--- config.mk ---
export PLATFORM = sky130hd
export DESIGN_NAME = inst_fetcher
export DESIGN_NICKNAME = d
export VERILOG_FILES = /design/src/rtl/inst_fetcher.sv
export SDC_FILE = /design/constraint.sdc
export NUM_CORES = 1
export LEC_CHECK = 0
export CORE_MARGIN = 5
export CORE_UTILIZATION = 55
export DETAILED_ROUTE_END_ITERATION = 10
export PLACE_DENSITY = 0.75
export SYNTH_ARGS = -nofsm -noshare
export SYNTH_HDL_FRONTEND = slang
export SYNTH_SLANG_ARGS = --single-unit
--- constraint.sdc ---
create_clock -name clk_in -period 15.1 [get_ports clk_in]
set_input_delay 2.265 -clock clk_in [delete_from_list [all_inputs] [get_ports clk_in]]
set_output_delay 2.265 -clock clk_in [all_outputs]
set_load 0.05 [all_outputs]
--- src/rtl/inst_fetcher.sv ---
// RV32I fetch front-end: one outstanding I-cache request, J/B target prediction, and an instruction queue.
// Define IFETCH_BTFN_EN to predict only backward B-type branches as taken. Forward branches then fall through.
module inst_fetcher #(
   parameter logic [31:0] RESET_PC     = 32'h0,
   parameter int          IQ_DEPTH_LOG = 3
) (
   input  logic        clk_in,
   input  logic        rst_in,
   input  logic        rdy_in,
   input  logic        flush_in,
   input  logic [31:0] flush_pc_in,
   input  logic        jalr_resolve_valid_in,
   input  logic [31:0] jalr_target_in,
   output logic        icache_req_valid_out,
   output logic [31:0] icache_req_addr_out,
   input  logic        icache_resp_valid_in,
   input  logic [31:0] icache_resp_inst_in,
   output logic        iq_valid_out,
   input  logic        iq_ready_in,
   output logic [31:0] iq_inst_out,
   output logic [31:0] iq_pc_out,
   output logic [31:0] iq_pred_pc_out,
   output logic        iq_pred_taken_out
);

   localparam int DEPTH = 1 << IQ_DEPTH_LOG;

   localparam logic [1:0] S_FETCH     = 2'd0;
   localparam logic [1:0] S_WAIT      = 2'd1;
   localparam logic [1:0] S_JALR_WAIT = 2'd2;
   localparam logic [1:0] S_DROP      = 2'd3;

   localparam logic [6:0] OP_JAL  = 7'b1101111;
   localparam logic [6:0] OP_BR   = 7'b1100011;
   localparam logic [6:0] OP_JALR = 7'b1100111;

   localparam logic [IQ_DEPTH_LOG-1:0] PTR_ONE = 1;
   localparam logic [IQ_DEPTH_LOG:0]   CNT_ONE = 1;

   logic [1:0]              state_q, state_d;
   logic [31:0]             pc_q, pc_d;
   logic [IQ_DEPTH_LOG-1:0] wr_ptr_q, wr_ptr_d;
   logic [IQ_DEPTH_LOG-1:0] rd_ptr_q, rd_ptr_d;
   logic [IQ_DEPTH_LOG:0]   count_q, count_d;

   logic [31:0] inst_mem_q  [DEPTH];
   logic [31:0] pc_mem_q    [DEPTH];
   logic [31:0] pred_mem_q  [DEPTH];
   logic        taken_mem_q [DEPTH];

   logic        iq_full, iq_nonempty;
   logic        req_fire, push, pop;
   logic [6:0]  opcode;
   logic [31:0] pred_pc;
   logic        pred_taken;

   function automatic logic [31:0] imm_j(input logic [31:0] inst);
      return {{12{inst[31]}}, inst[19:12], inst[20], inst[30:21], 1'b0};
   endfunction

   function automatic logic [31:0] imm_b(input logic [31:0] inst);
      return {{20{inst[31]}}, inst[7], inst[30:25], inst[11:8], 1'b0};
   endfunction

   // count never exceeds DEPTH, so its MSB alone marks a full queue
   assign iq_full     = count_q[IQ_DEPTH_LOG];
   assign iq_nonempty = |count_q;
   assign opcode      = icache_resp_inst_in[6:0];

   // rst_in gates the pulse so nothing is requested while the cache itself is held in reset
   assign req_fire = rst_in & rdy_in & ~flush_in & (state_q == S_FETCH) & ~iq_full;
   assign push     = rdy_in & ~flush_in & (state_q == S_WAIT) & icache_resp_valid_in;
   assign pop      = rdy_in & ~flush_in & iq_nonempty & iq_ready_in;

   always_comb begin
      pred_pc    = pc_q + 32'd4;
      pred_taken = 1'b0;
      unique case (opcode)
         OP_JAL: begin
            pred_pc    = pc_q + imm_j(icache_resp_inst_in);
            pred_taken = 1'b1;
         end
         OP_BR: begin
`ifdef IFETCH_BTFN_EN
            // inst[31] is the sign bit of immB: only backward branches are predicted taken
            if (icache_resp_inst_in[31]) begin
               pred_pc    = pc_q + imm_b(icache_resp_inst_in);
               pred_taken = 1'b1;
            end
`else
            pred_pc    = pc_q + imm_b(icache_resp_inst_in);
            pred_taken = 1'b1;
`endif
         end
         default: ;
      endcase
   end

   always_comb begin
      state_d  = state_q;
      pc_d     = pc_q;
      wr_ptr_d = wr_ptr_q;
      rd_ptr_d = rd_ptr_q;
      count_d  = count_q;
      if (rdy_in) begin
         if (flush_in) begin
            pc_d     = flush_pc_in;
            wr_ptr_d = '0;
            rd_ptr_d = '0;
            count_d  = '0;
            // a request still in flight must be drained before fetching again
            if ((state_q == S_WAIT || state_q == S_DROP) && !icache_resp_valid_in)
               state_d = S_DROP;
            else
               state_d = S_FETCH;
         end else begin
            unique case (state_q)
               S_FETCH: if (!iq_full) state_d = S_WAIT;
               S_WAIT: begin
                  if (icache_resp_valid_in) begin
                     pc_d    = pred_pc;
                     state_d = (opcode == OP_JALR) ? S_JALR_WAIT : S_FETCH;
                  end
               end
               S_JALR_WAIT: begin
                  if (jalr_resolve_valid_in) begin
                     pc_d    = jalr_target_in;
                     state_d = S_FETCH;
                  end
               end
               S_DROP: if (icache_resp_valid_in) state_d = S_FETCH;
               default: state_d = S_FETCH;
            endcase
            if (push) wr_ptr_d = wr_ptr_q + PTR_ONE;
            if (pop)  rd_ptr_d = rd_ptr_q + PTR_ONE;
            unique case ({push, pop})
               2'b10:   count_d = count_q + CNT_ONE;
               2'b01:   count_d = count_q - CNT_ONE;
               default: ;
            endcase
         end
      end
   end

   always_ff @(posedge clk_in or negedge rst_in) begin
      if (!rst_in) begin
         state_q  <= S_FETCH;
         pc_q     <= RESET_PC;
         wr_ptr_q <= '0;
         rd_ptr_q <= '0;
         count_q  <= '0;
      end else begin
         state_q  <= state_d;
         pc_q     <= pc_d;
         wr_ptr_q <= wr_ptr_d;
         rd_ptr_q <= rd_ptr_d;
         count_q  <= count_d;
      end
   end

   always_ff @(posedge clk_in) begin
      if (push) begin
         inst_mem_q[wr_ptr_q]  <= icache_resp_inst_in;
         pc_mem_q[wr_ptr_q]    <= pc_q;
         pred_mem_q[wr_ptr_q]  <= pred_pc;
         taken_mem_q[wr_ptr_q] <= pred_taken;
      end
   end

   assign icache_req_valid_out = req_fire;
   assign icache_req_addr_out  = {pc_q[31:2], 2'b00};

   // head fields read as zero when empty so the storage needs no reset
   assign iq_valid_out      = iq_nonempty;
   assign iq_inst_out       = iq_nonempty ? inst_mem_q[rd_ptr_q]  : 32'h0;
   assign iq_pc_out         = iq_nonempty ? pc_mem_q[rd_ptr_q]    : 32'h0;
   assign iq_pred_pc_out    = iq_nonempty ? pred_mem_q[rd_ptr_q]  : 32'h0;
   assign iq_pred_taken_out = iq_nonempty ? taken_mem_q[rd_ptr_q] : 1'b0;

endmodule

==> results by group <==
Run status
  • Status: completed

Floorplan
  • Starting density of the core: 55.2%
  • FP Rows: 92
  • Die ar.: 68,100 um^2
  • Die W: approximately 260 um
  • Die Ht: between 200 and 300 um
  • Top-Level Pins: about 230
  • Core ar.: 62,700 um^2

Placed design
  • Final HPWL DP: 52,300 um
  • GPL Wtd Cong: 0.969
  • Placed Cells incl. Taps: 3,080
  • IO Port Bufs: 231

Synthesis
  • Mean Syn Cell Area: roughly 16 um^2
  • Synth Cell Area: 34,600 um^2
  • Post-synth ARST share: roughly 5.4%
  • Post-synth EDFFs: about 770
  • Synth Warn #: 0
  • Synthesis-stage register bit count: 812
  • Sequential fraction of the synthesis area: between 60% and 70%
  • Gate Count Post-Synth: 2,100
  • Unique cell type count in the Yosys netlist: a little under 70
  • Main synth FF type: edfxtp_1

Route
  • Wirelength per Cell: 27.5 um
  • Antenna-violating nets left: 0
  • Detailed-route DRC error count: 0
  • Routed vias/inst: 6.29
  • Vias: roughly 20,000
  • Router iterations before antenna repair: 5
  • Drt total wl: slightly below 90,000 um
  • DR iter-0 viols: between 2,000 and 2,500

Pwr
  • Power density over the cells: 197 nW/um^2
  • Sw Ratio: 37.1%
  • Internal: between 4000 and 5000 uW
  • Worst VDD drop: 0.000158 V
  • Switching power total: 2950 uW
  • Sequential share of power: between 30% and 40%
  • Combinational Power Share: 37.0%
  • Clk network pwr share: 24.4%
  • Leakage: 0.0132 uW

Layout
  • Area Growth Syn to Fin: 16.5%
  • Number of nets in the layout: 2,460
  • Filler instances: around 4,300
  • Share of cells above drive strength 1: 17.0%
  • Fin cells: 3,231
  • N_diodes: 0

Clocking
  • Cts hold-fix bufs: 0
  • Root buf cell: clkbuf_16
  • # resized after CTS: 0
  • Skew-Pair Late Insertion Delay: 0.63 ns
  • Htree depth: 3
  • CTS tree: yes
  • Reg clk slew, reported paths: around 0.06 ns
  • Maximum clock path buffer count: 3
  • Post-CTS Repair Setup Buffers: 0
  • CTS Buf Count: slightly above 80
  • # clock sinks: around 810

Critical path
  • CP max-delay cell: o31ai_1
  • CP Class: primary input to flip-flop
  • Worst Setup End Kind: flip-flop
  • CP required: 15.45 ns
  • Worst flop-to-flop path endpoint: inst_mem_q[1][14]
  • CP arrival: 7.23 ns
  • Worst Setup SP: icache_resp_inst_in[1]
  • Max incr delay on CP: 0.72 ns
  • Crit-path cells: clkdlybuf4s50_1, and4b_1, nand2_1, nor3_1, buf_4, mux2_2, ha_1, fa_1, a211oi_1, o21ai_0, nand2_1, a21oi_1, o31ai_1, o21bai_1, mux2i_1, nand2_1, a21oi_1
  • Worst Setup Start Kind: primary input
  • Most used cell, CP: nand2_1
  • R2R cell count: 7
  • Reg2reg setup slack: 10.73 ns
  • Reg-to-reg startpoint: state_q[0]
  • Worst-path maximum fanout: 14
  • Crit path to: pred_mem_q[6][27]

Timing
  • Min cycle time layout: 6.88 ns
  • Max Fclk: between 100 and 150 MHz
  • Layout Skew: ~0.027 ns
  • Max_slew headroom: under 10%
  • Final Cycle Share: 45.6%
  • Slew of the pin with the lowest slew margin: 1.36 ns
  • Final hold vios: 0
  • Final setup viols: 0
  • Setup TNS: 0 ns
  • Max Slew Vio Count: 0
  • Hold WS: 0.576 ns
  • RSZ-0062 raised after global routing: no

GRT
  • Overflow after GRT: 0
  • Antenna violations before repair: 0
  • Vias in the first global route: 20,900
  • Global-route wire length before repair: about 130,000 um
  • GRT Total Usage: 26.4%
  • Pin count of the biggest net entering global routing: around 110

Min path
  • HP Class: flip-flop to flip-flop

Run
  • Max-Cap Viols: 0
cells by family (layout without fill, tap and decap cells):
group | count (synthesis) | count (layout) | synth area share (%)
buf+inv | 175 | 459 | 2.28
other cells | 1 | 2 | 0.0108
compound gates | 321 | 321 | 5.49
mux | 225 | 225 | 13.5
xor+xnor | 49 | 49 | 1.24
flops | 812 | 812 | 69.8
simple gates | 477 | 477 | 6.22
fa+ha+maj | 40 | 40 | 1.49
synthesized netlist by cell type, types with 11 or more instances:
cell type	number	area share [%]
a21o_1	16	0.35
a21oi_1	156	2.3
a31oi_1	11	0.20
buf_1	38	0.41
buf_4	35	0.76
clkbuf_1	73	0.79
dfrtp_1	44	3.2
edfxtp_1	768	67
ha_1	38	1.4
inv_1	28	0.30
mux2_2	13	0.42
mux2i_1	20	0.58
mux4_2	192	12
nand2_1	285	3.1
nand3_1	25	0.36
nand3b_1	12	0.26
nand4_1	14	0.25
nor2_1	60	0.65
nor3_1	21	0.30
o21ai_0	67	0.97
xnor2_1	26	0.66
xor2_1	23	0.58
worst max-delay path, delay by kind of cell:
kind | cells | cell delay (ns)
compound gates | 6 | 1.96
buf+inv | 2 | 0.91
simple gates | 5 | 0.77
fa+ha+maj | 2 | 0.70
mux | 2 | 0.60
cell type report:
| cell class | instances | area, um^2 | area share, % |
|---|---|---|---|
| timing repair buffer | 279 | 2680 | 6.63 |
| clock buffer | 102 | 2160 | 5.35 |
| inverter | 29 | 110 | 0.273 |
| tap | 846 | 1060 | 2.62 |
| clock inverter | 49 | 414 | 1.03 |
| multi-input combinational | 1114 | 9750 | 24.2 |
| sequential | 812 | 24200 | 59.9 |
metal layers:
| layer | vias up | routed length, um | GRT usage (%) |
|---|---|---|---|
| met5 | - | 0 | 0 |
| met4 | 0 | 2510 | 8.14 |
| met3 | 145 | 7450 | 4.27 |
| met2 | 1034 | 43400 | 42.8 |
| met1 | 10500 | 35600 | 37.6 |
| li1 | 8647 | - | - |
power by group through the flow:
stage	clock (uW)	sequential [uW]	combinational, uW
detailed placement	0	3120	2930
global placement	0	3100	2890
global route	2070	3090	3120
floorplan	0	3010	2090
finish	1940	3070	2940
CTS	1960	3070	2950
worst min path at each step:
stage	start	to	slack, ns	cells after the start
4_1_cts	count_q[0]	count_q[0]	0.58	1
3_3_place_gp	count_q[0]	count_q[0]	0.55	1
5_1_grt	count_q[0]	count_q[0]	0.60	1
3_5_place_dp	count_q[0]	count_q[0]	0.57	1
2_1_floorplan	count_q[2]	count_q[2]	0.50	2
6_report	count_q[0]	count_q[0]	0.58	1
flip-flops by register name (all words and copies together) (netlist names):
register	flops
pc_q	32
pc_mem_q	256
rd_ptr_q	3
pred_mem_q	248
inst_mem_q	256
taken_mem_q	8
state_q	2
wr_ptr_q	3
count_q	4
through the flow:
stage	setup WS (ns)	util, %	cell area, um^2	total power [uW]
2_1_floorplan	2.00	-	34600	5090
3_3_place_gp	7.86	60.2	37800	5990
3_5_place_dp	7.72	60.2	37800	6050
4_1_cts	8.26	64.3	40300	7980
5_1_grt	7.91	64.3	40300	8280
6_report	8.22	64.3	40300	7950
cell usage in the layout, fill, tap and decap left out, types with 6 or more instances in the layout:
master           instances
a211oi_1                 8
a21o_1                  16
a21oi_1                156
a31oi_1                 11
and3_1                  10
buf_4                   47
clkbuf_1                17
clkbuf_16               82
clkdlybuf4s50_1        229
clkinv_1                15
clkinv_2                18
dfrtp_1                 41
edfxtp_1               768
ha_1                    38
inv_1                   28
mux2_2                  13
mux2i_1                 20
mux4_2                 192
nand2_1                285
nand2b_1                 7
nand3_1                 24
nand3b_1                12
nand4_1                 14
nor2_1                  57
nor2b_1                  8
nor3_1                  17
o211ai_1                 6
o21a_1                  10
o21ai_0                 67
o21bai_1                 7
o22ai_1                  7
xnor2_1                 26
xor2_1                  23
(Power assumes the default switching activity.)
